$ cat src/rtl/cmd_scheduler.sv
// Host-side command sequencer for the Knight's Tour link.
// Queues 16-bit commands and feeds them one at a time to RemoteComm.
module cmd_scheduler #(
  parameter int          DEPTH    = 8,
  parameter logic [7:0]  ACK_BYTE = 8'hA5,
  parameter int          TIMEOUT  = 8000000,
  parameter int          TMO_W    = 23
) (
  input  logic                       clk,
  input  logic                       rst,
  input  logic                       push,
  input  logic [15:0]                push_cmd,
  output logic                       full,
  output logic                       empty,
  output logic [$clog2(DEPTH):0]     count,
  output logic                       ovfl,
  input  logic                       run,
  input  logic                       flush,
  input  logic                       clr_err,
  output logic [15:0]                cmd,
  output logic                       snd_cmd,
  input  logic                       cmd_snt,
  input  logic                       resp_rdy,
  input  logic [7:0]                 resp,
  output logic                       clr_rx_rdy,
  output logic                       busy,
  output logic [7:0]                 done_cnt,
  output logic                       err,
  output logic [1:0]                 err_code,
  output logic [7:0]                 last_resp
);

  localparam int AW = $clog2(DEPTH);
  localparam int CW = AW + 1;
  localparam logic [CW-1:0] FULL_CNT = CW'(DEPTH);
  localparam logic [TMO_W-1:0] TMO_LAST = TMO_W'(TIMEOUT - 1);

  typedef enum logic [1:0] {
    IDLE,
    WAIT_SNT,
    WAIT_RESP,
    ERROR
  } state_t;

  state_t state, state_nx;

  logic [15:0]    mem [DEPTH];
  logic [AW-1:0]  wptr, rptr;
  logic [CW-1:0]  cnt;
  logic           ovfl_q;

  logic [15:0]    cmd_q, cmd_d;
  logic           snd_q, snd_d;
  logic           clr_q, clr_d;
  logic [7:0]     done_q, done_d;
  logic [1:0]     code_q, code_d;
  logic [7:0]     last_q, last_d;
  logic [TMO_W-1:0] tmo, tmo_d;

  logic pop, push_ok, tmo_hit, is_ack;

  assign full    = (cnt == FULL_CNT);
  assign empty   = (cnt == '0);
  assign count   = cnt;
  assign ovfl    = ovfl_q;

  // Flush wins over both sides; a pop frees the slot for a full push.
  assign pop     = (state == IDLE) && run && !empty && !flush;
  assign push_ok = push && !flush && (!full || pop);
  assign tmo_hit = (tmo == TMO_LAST);
  assign is_ack  = (resp == ACK_BYTE);

  always_ff @(posedge clk) begin
    if (push_ok)
      mem[wptr] <= push_cmd;
  end

  always_ff @(posedge clk) begin
    if (rst || flush) begin
      wptr   <= '0;
      rptr   <= '0;
      cnt    <= '0;
      ovfl_q <= 1'b0;
    end else begin
      if (push_ok)
        wptr <= wptr + AW'(1);
      if (pop)
        rptr <= rptr + AW'(1);
      unique case ({push_ok, pop})
        2'b10:   cnt <= cnt + CW'(1);
        2'b01:   cnt <= cnt - CW'(1);
        default: cnt <= cnt;
      endcase
      if (push && full && !pop)
        ovfl_q <= 1'b1;
    end
  end

  always_ff @(posedge clk) begin
    if (rst)
      state <= IDLE;
    else
      state <= state_nx;
  end

  always_comb begin
    state_nx = state;
    unique case (state)
      IDLE: begin
        if (pop)
          state_nx = WAIT_SNT;
      end
      WAIT_SNT: begin
        if (cmd_snt)
          state_nx = WAIT_RESP;
      end
      WAIT_RESP: begin
        if (resp_rdy)
          state_nx = is_ack ? IDLE : ERROR;
        else if (tmo_hit)
          state_nx = ERROR;
      end
      ERROR: begin
        if (clr_err)
          state_nx = IDLE;
      end
      default: state_nx = IDLE;
    endcase
  end

  always_comb begin
    cmd_d  = cmd_q;
    snd_d  = 1'b0;
    clr_d  = 1'b0;
    done_d = done_q;
    code_d = code_q;
    last_d = last_q;
    tmo_d  = tmo;
    unique case (state)
      IDLE: begin
        if (pop) begin
          cmd_d = mem[rptr];
          snd_d = 1'b1;
        end
      end
      WAIT_SNT: begin
        if (cmd_snt)
          tmo_d = '0;
      end
      WAIT_RESP: begin
        tmo_d = tmo + TMO_W'(1);
        if (resp_rdy) begin
          last_d = resp;
          clr_d  = 1'b1;
          if (is_ack)
            done_d = done_q + 8'd1;
          else
            code_d = 2'b01;
        end else if (tmo_hit) begin
          code_d = 2'b10;
        end
      end
      ERROR: begin
        if (clr_err)
          code_d = 2'b00;
      end
      default: ;
    endcase
  end

  always_ff @(posedge clk) begin
    if (rst) begin
      cmd_q  <= '0;
      snd_q  <= 1'b0;
      clr_q  <= 1'b0;
      done_q <= '0;
      code_q <= '0;
      last_q <= '0;
      tmo    <= '0;
    end else begin
      cmd_q  <= cmd_d;
      snd_q  <= snd_d;
      clr_q  <= clr_d;
      done_q <= done_d;
      code_q <= code_d;
      last_q <= last_d;
      tmo    <= tmo_d;
    end
  end

  assign cmd        = cmd_q;
  assign snd_cmd    = snd_q;
  assign clr_rx_rdy = clr_q;
  assign done_cnt   = done_q;
  assign err_code   = code_q;
  assign last_resp  = last_q;
  assign err        = (state == ERROR);
  assign busy       = (state == WAIT_SNT) || (state == WAIT_RESP);

endmodule
$ cat config.mk
export PLATFORM = sky130hd
export DESIGN_NAME = cmd_scheduler
export DESIGN_NICKNAME = d
export VERILOG_FILES = /design/src/rtl/cmd_scheduler.sv
export SDC_FILE = /design/constraint.sdc
export NUM_CORES = 1
export LEC_CHECK = 0
export CAP_MARGIN = 10
export CORE_MARGIN = 1.5
export CORE_UTILIZATION = 25
export CTS_BUF_LIST = sky130_fd_sc_hd__clkbuf_4 sky130_fd_sc_hd__clkbuf_8
export DETAILED_ROUTE_END_ITERATION = 10
export PLACE_DENSITY = 0.42
export SYNTH_ARGS = -nofsm -noshare
export SYNTH_HDL_FRONTEND = slang
export SYNTH_SLANG_ARGS = --single-unit
$ cat constraint.sdc
create_clock -name clk -period 4.45 [get_ports clk]
set_clock_uncertainty 0.05 [all_clocks]
set_input_delay 0.445 -clock clk [delete_from_list [all_inputs] [get_ports clk]]
set_output_delay 0.445 -clock clk [all_outputs]
set_load 0.03 [all_outputs]
Word level (Yosys, flattened, before mapping) --
Memory sizes are Yosys's and may differ from the RTL's. A register that Yosys moved wholly into a read port is not among the register bits. Index checks and enable logic that the tools add are counted. Widths: inputs -> output; s select.
Cells by class: reduce and logical (&&, ||, !) cells 27, divide/modulo/power cells 0, magnitude comparators 0, shift operators 0, bitwise operators 2, add/subtract/negate cells 6, mux-type cells 18, $mul 0, equal/unequal tests 13
Operators with widths (count):
- $pmux 23 s2 | 1
- $add 23x1->23 const B | 1
- $eq 23x23->1 const B | 1
- $mux 23 | 1
- $mux 2 | 9
- $add 8x1->8 const B | 1
- $eq 8x8->1 const B | 1
- $pmux 2 s4 | 1
- $pmux 4 s2 | 1
- $reduce_and 4->1 | 2
- $logic_and 1x1->1 | 7
- $add 3x1->3 const B | 2
- $eq 2x2->1 const B | 3
- $ne 2x2->1 const B | 3
- $ne 3x3->1 const B | 2
- $reduce_and 2->1 | 3
- $reduce_bool 2->1 | 3
- $add 4x1->4 const B | 1
- $eq 2x1->1 const B | 2
- $eq 4x4->1 const B | 1
- $logic_not 1->1 | 4
- $logic_not 4->1 | 1
- $mux 1 | 4
- $pmux 2 s2 | 1
- 6 further kinds | 10
Word-level totals: logic and storage cells 78, flip-flop bits (word level) 56, RAM bits 128, memory bits (read-only) 0, latch bits 0, memories 1, output and inout bits 45
Memories:
- mem | depth 8, width 16, rd ports 1, clocked after memory_dff 1, write ports 1, RTL line 47 | logic [15:0] mem [DEPTH];

Logic depth before layout (Yosys ltp) --
Gate-level depths: netlist of the first run.
depth after elaboration 8, mapped depth 10, gate-level depth less buffers 10

Least setup slack after synthesis of the first run --
Ideal clock, no wire load.
path kind flip-flop to flip-flop, start register cnt[0] (netlist: count[0]), end memory mem[4][0] (enable), cell stages (with the launch flop) 5, setup slack 1.335 ns, data arrival time 2.652 ns, required time 3.987 ns, library setup time 0.413 ns, clock period less this slack 3.115 ns, cell sequence dfxtp_1 nor4b_2 a21oi_1 nand2b_1 nor3b_1
RTL lines:
- from (decl) | RTL line 49 | logic [CW-1:0] cnt;
- from (signal assigned) | RTL line 90 | 2'b10: cnt <= cnt + CW'(1);
- from (signal assigned) | RTL line 91 | 2'b01: cnt <= cnt - CW'(1);
- from (signal assigned) | RTL line 92 | default: cnt <= cnt;
- $eq 4x4->1 | RTL line 62 | assign full = (cnt == FULL_CNT);
- via full | RTL line 13 | output logic full,
- $logic_not 1->1 | RTL line 69 | assign push_ok = push && !flush && (!full || pop);
- $logic_or 1x1->1 | RTL line 69
- $logic_and 1x1->1 | RTL line 69
- $mux 1 | RTL line 74 | if (push_ok)
- $mux 1 (not written as such) | RTL line 75 | mem[wptr] <= push_cmd;
- to (decl) | RTL line 47
The timed path passes the listed nets, and every way through them passes these cells.

Final worst setup path of the first run --
start register cnt[0] (netlist: count[0]), end output port empty
Between the ends: word-level cells in the longest chain between the ends 1
Ends and longest elaborated chain:
- $logic_not 4->1 | RTL line 63 | assign empty = (cnt == '0);
- to (decl) | RTL line 14 | output logic empty,
Every way passes these cells.

==> results.cfg, run 1 <==
[grt]
grt_remaining_overflow = 0
grt_pass1_vias = 5087
antenna_found_initial = 0
grt_max_degree = 45
grt_pass1_wl_um = 28800
track_usage_pct = 11.4

[cts]
cts.repair.resized = 0
ctsRootBufferMaster = clkbuf_8
cts_tree = built
cts_hold_buf = 0
htree_num_levels = 4
post_cts_buffers = 0
clk_latency_ns = 0.46
numClockSinks = 200
clockBufferDepth = 2
worst_setup_hold_path_clk_slew_ns = 0.11
numCtsBuffers = 17

[cells_and_area]
fin_nets = 690
drive_above_1_share_pct = 14.3
instances_no_fill = 1061
area_delta_synth_final_pct = 20.8
stdcell_area_um2 = 9710
antenna_cells = 0

[die]
die_height_um = 182
die_w_um = 182
start_util_pct = 25.4
pin_count = 77
coreArea_um2 = 31600
die-area_um2 = 33200
rows = 65

[setup_path]
worst-path-max-fanout = 6
timing.critical_path.from_type = flip-flop
cp.required_ns = 3.95
critical_path_class = reg -> out
cp-end-kind = primary output
arrival_ns = 2.19

[placed_design]
gp_congestion = 0.730
dp.cells = 1029
placed_area_um2 = 9320
dpl.hpwl_um = 11700
port_buffers = 76
pre_cts_ws_ns = 1.54

[yosys]
synth_top_family_by_area = multiplexers
synth_edf_count = 128
yosys-top-cells-area = edfxtp_1, dfxtp_1, mux4_2
synth_xor_area_share_pct = 2.72
synthSimpleGateAreaFrac_pct = 11.1
synth-main-ff-cell = edfxtp_1
synth_top_cells_by_count = edfxtp_1, dfxtp_1, nor2_1, nand2_1, mux4_2
yosys.area.top_type = edfxtp_1
syn_area_per_cell_um2 = 14.2
synthAdderAreaFrac_pct = 1.96
synth_compound_area_share_pct = 5.06
synth_mux_area_share_pct = 11.6
synth_cell_types = 50
synth-seq-area-share_pct = 65.7
synth_top_area_share_pct = 47.8
yosysMostFrequentCell = edfxtp_1
synthCells = 566
synth_seq_cells = 200
synth-async-reset-ratio_pct = 0
syn_nets = 610
syn_area_um2 = 8040
yosysWarnings = 0

[pwr]
p_total_uw = 3410
p_per_area_nw_per_um2 = 351
ir_worst_vdd_mv = 0.238
p_leak_uw = 0.00292

[sta]
period_minus_slack_ns = 2.69
worst_pin_slew_ns = 1.07
final-hold-violation-count = 0
fin_crit_sh_pct = 60.4
rsz0062_at_grt = no
slew_headroom_pct = 28.6
setup_viol = 0
setup_ws_ns = 1.76
finalMaxSlewViolations = 0
fmax_ghz = 0.372
setup_tns_ns = 0

[route]
drtIter0Drc = 231
routed_via_density = 4.62
antenna_left = 0
drcViolationCount = 0
vias = 4902
detail_route.first_pass.iterations = 4
wire_per_inst_um = 17.3
drt_wl_total_um = 18300

[run]
cap_violations = 0

[hold_path]
min_path_type = reg -> reg

[run_status]
status = finished, final reports clean
[power breakdown]
part           internal [uW]  switching [uW]  total (uW)
Sequential              1990            17.3        2010
Clock                    429             711        1140
Combinational            104             154         258
[cells by family (layout without fill, tap and decap cells)]
logic type | count (synthesis) | in the layout
fa+ha+maj | 12 | 12
mux | 53 | 53
simple gates | 174 | 174
buf+inv | 38 | 131
compound gates | 64 | 64
flops | 200 | 200
xor+xnor | 25 | 25
[layout make-up]
class | count | area (um2)
Clock buffer | 18 | 241
Clock inverter | 14 | 151
Fill cell | 3123 | 21900
Inverter | 11 | 41.3
Multi-Input combinational cell | 328 | 2640
Sequential cell | 200 | 5290
Tap cell | 402 | 503
Timing Repair Buffer | 88 | 846
[per-layer routing]
layer | global-route usage, % | wire length [um]
met4 | 3.37 | 180
met1 | 14.7 | 8690
met3 | 2.29 | 542
met2 | 19.3 | 8920
met5 | 0 | 0
[worst paths after layout]
| path | slack (ns) | startpoint | depth (start not counted) | end |
|---|---|---|---|---|
| max | 1.76 | count[0]$_SDFFE_PP0P_ | 2 | empty |
| max reg2reg | 1.82 | state[1]$_SDFFE_PP0P_ | 10 | count[3]$_SDFFE_PP0P_ |
| min | 0.41 | last_resp[2]$_SDFFE_PP0P_ | 2 | last_resp[2]$_SDFFE_PP0P_ |
| min reg2reg | 0.41 | last_resp[2]$_SDFFE_PP0P_ | 2 | last_resp[2]$_SDFFE_PP0P_ |
[sequential cells by signal, indices dropped and copies added (netlist names)]
| name | count |
|---|---|
| wptr | 3 |
| last_resp | 8 |
| snd_cmd | 1 |
| clr_rx_rdy | 1 |
| err_code | 2 |
| state | 2 |
| ovfl | 1 |
| done_cnt | 8 |
| count | 4 |
| mem | 128 |
| cmd | 16 |
| tmo | 23 |
| rptr | 3 |
[critical path: stages (launching register included)]
cell and delay, ns:
dfxtp_1 0.40, nor4_2 0.56, clkdlybuf4s50_1 0.78
[through the flow]
stage          hold WS [ns]  util, %
2_1_floorplan         0.409        -
3_3_place_gp          0.396     29.5
3_5_place_dp          0.404     29.5
4_1_cts               0.420     30.7
5_1_grt               0.441     30.7
6_report              0.414     30.7
[cells in the final DEF (no fill, tap or decap), types with 10 or more instances in the layout]
master / instances
edfxtp_1: 128
clkdlybuf4s50_1: 75
dfxtp_1: 71
nor2_1: 56
nand2_1: 33
mux4_2: 32
a21oi_1: 23
mux2i_1: 20
xnor2_1: 18
nand3_1: 17
a211oi_1: 17
clkbuf_8: 17
buf_4: 12
ha_1: 11
inv_1: 10
nor3_1: 10
nand4_1: 10
Note: power is estimated with default switching activity, not from simulation.
==> run 2: changes to the inputs <==
==> constraint.sdc (replaced) <==
create_clock -name clk -period 2.75 [get_ports clk]
set_clock_uncertainty 0.05 [all_clocks]
set_input_delay 0.275 -clock clk [delete_from_list [all_inputs] [get_ports clk]]
set_output_delay 0.275 -clock clk [all_outputs]
set_load 0.03 [all_outputs]
==> run 2 against run 1 <==
Power up 62%. Clock-buffer cell count unchanged. Cell area up 1.7%. Routed wire length up 0.39%. Sequential power up 62%. Non-clock buffer count up 8. Global-route usage up 0.089 points. Clock power up 61%. Hold slack worse by 0.18 ns. Die area unchanged. Register-to-register slack worse by 1.5 ns. Setup slack worse by 1.4 ns.
==> results.cfg, run 2 (synthesis gave the netlist of run 1 again) <==
[run_status]
status = finished, final reports clean

[sta]
rsz0062_at_grt = no
finalMaxSlewViolations = 0
setup_viol = 0
slew_headroom_pct = 50.9
setup_tns_ns = 0
period_minus_slack_ns = 2.43
fin_crit_sh_pct = 88.2
hold_slack_ns = 0.239
final-hold-violation-count = 0
fmax_ghz = 0.412
setup_ws_ns = 0.323
worst_pin_slew_ns = 0.732

[hold_path]
min-delay-start = rst
hold_end = snd_cmd$_SDFF_PP0_
min_path_type = in -> reg
hold_path_depth = 2

[setup_path]
r2r_start = state[0]$_SDFFE_PP0P_
cp-end-kind = flip-flop
timing.critical_path.from_type = flip-flop
reg2reg_slack_ns = 0.32
arrival_ns = 2.76
reg2reg_depth = 11
rr_endpoint = count[3]$_SDFFE_PP0P_
critical_path_class = reg -> reg
cp-startpoint = state[0]$_SDFFE_PP0P_
cp.required_ns = 3.09
worst-path-max-fanout = 6

[cts]
cts_hold_buf = 0
ctsRootBufferMaster = clkbuf_8
numCtsBuffers = 17
cts_tree = built
clockBufferDepth = 2
post_cts_buffers = 0
worst_setup_hold_path_clk_slew_ns = 0.11
htree_num_levels = 4
numClockSinks = 200
clk_latency_ns = 0.46
cts.repair.resized = 0

[route]
drt_wl_total_um = 18400
highest_layer = met4
vias = 4859
routed_via_density = 4.54
drtIter0Drc = 205
wl_met3_um = 730
wire_per_inst_um = 17.2
antenna_left = 0
wl_met1_um = 8510
drcViolationCount = 0
detail_route.first_pass.iterations = 6
route.met2.wl_um = 9000

[cells_and_area]
drive_above_1_share_pct = 15.3
instances_no_fill = 1070
largest_reg_flops = 128
fin_nets = 698
layout_commonest_cell = edfxtp_1
regMostFlops = mem
area_delta_synth_final_pct = 22.8
final_cell_mix = edfxtp_1, clkdlybuf4s50_1, dfxtp_1

[pwr]
p_total_uw = 5530
ir_worst_vdd_mv = 0.227
p_leak_uw = 0.00299
p_per_area_nw_per_um2 = 560

[grt]
antenna_found_initial = 1
grt_remaining_overflow = 0
grt_pass1_vias = 5005
grt_pass1_wl_um = 28600
track_usage_pct = 11.5
grt_max_degree = 34

[placed_design]
gp_congestion = 0.755
port_buffers = 76
dpl.hpwl_um = 11600
dp.cells = 1037
pre_cts_ws_ns = 0.162

[run]
cap_violations = 0

[die]
die_height_um = 182
die-area_um2 = 33200
die_w_um = 182
rows = 65
coreArea_um2 = 31600
start_util_pct = 25.4
pin_count = 77
-- run 2: cell count changes in the layout (fill, tap and decap cells not counted), sizes merged --
cell	previous run	this run
buf	13	21
diode	0	1
-- run 2: power by group --
group | internal (uW) | leakage (uW) | switching (uW)
clock | 694 | 0.000195 | 1150
combinational | 178 | 0.00105 | 256
sequential | 3230 | 0.00174 | 25.2
-- run 2: metal layers --
layer  up-vias  track usage [%]
li1       2319                -
met1      2433             14.6
met2        96             19.5
met3        11             2.61
met4         0             3.40
met5         -                0
-- run 2: final cells by class --
class	instances	area [um2]
Multi-Input combinational cell	328	2640
Timing Repair Buffer	96	1010
Fill cell	3083	21800
Sequential cell	200	5290
Tap cell	402	503
Clock buffer	18	241
Clock inverter	14	151
Inverter	11	41.3
Antenna cell	1	2.50
-- run 2: worst max path at each step --
| stage | end | cells after the start |
|---|---|---|
| 3_5_place_dp | mem[5][14]$_DFFE_PP_ | 6 |
| 2_1_floorplan | mem[5][0]$_DFFE_PP_ | 4 |
| 5_1_grt | mem[5][13]$_DFFE_PP_ | 7 |
| 4_1_cts | mem[5][15]$_DFFE_PP_ | 7 |
| 3_3_place_gp | mem[5][11]$_DFFE_PP_ | 6 |
| 6_report | count[3]$_SDFFE_PP0P_ | 11 |
-- run 2: metrics by stage --
stage	utilization [%]	instance area, um2
finish	31.2	9880
global route	31.2	9870
CTS	31.2	9870
detailed placement	30.0	9480
global placement	30.0	9480
floorplan	-	8050
-- run 2: worst max-delay path: stages (launching register included) --
cell and delay [ns]:
dfxtp_1 0.42, inv_1 0.10, ha_1 0.22, nand3b_1 0.24, nor3_1 0.08, buf_4 0.16
ha_1 0.27, a21o_1 0.11, a21oi_1 0.07, or3b_1 0.37, nand3_1 0.09, nor3b_1 0.19
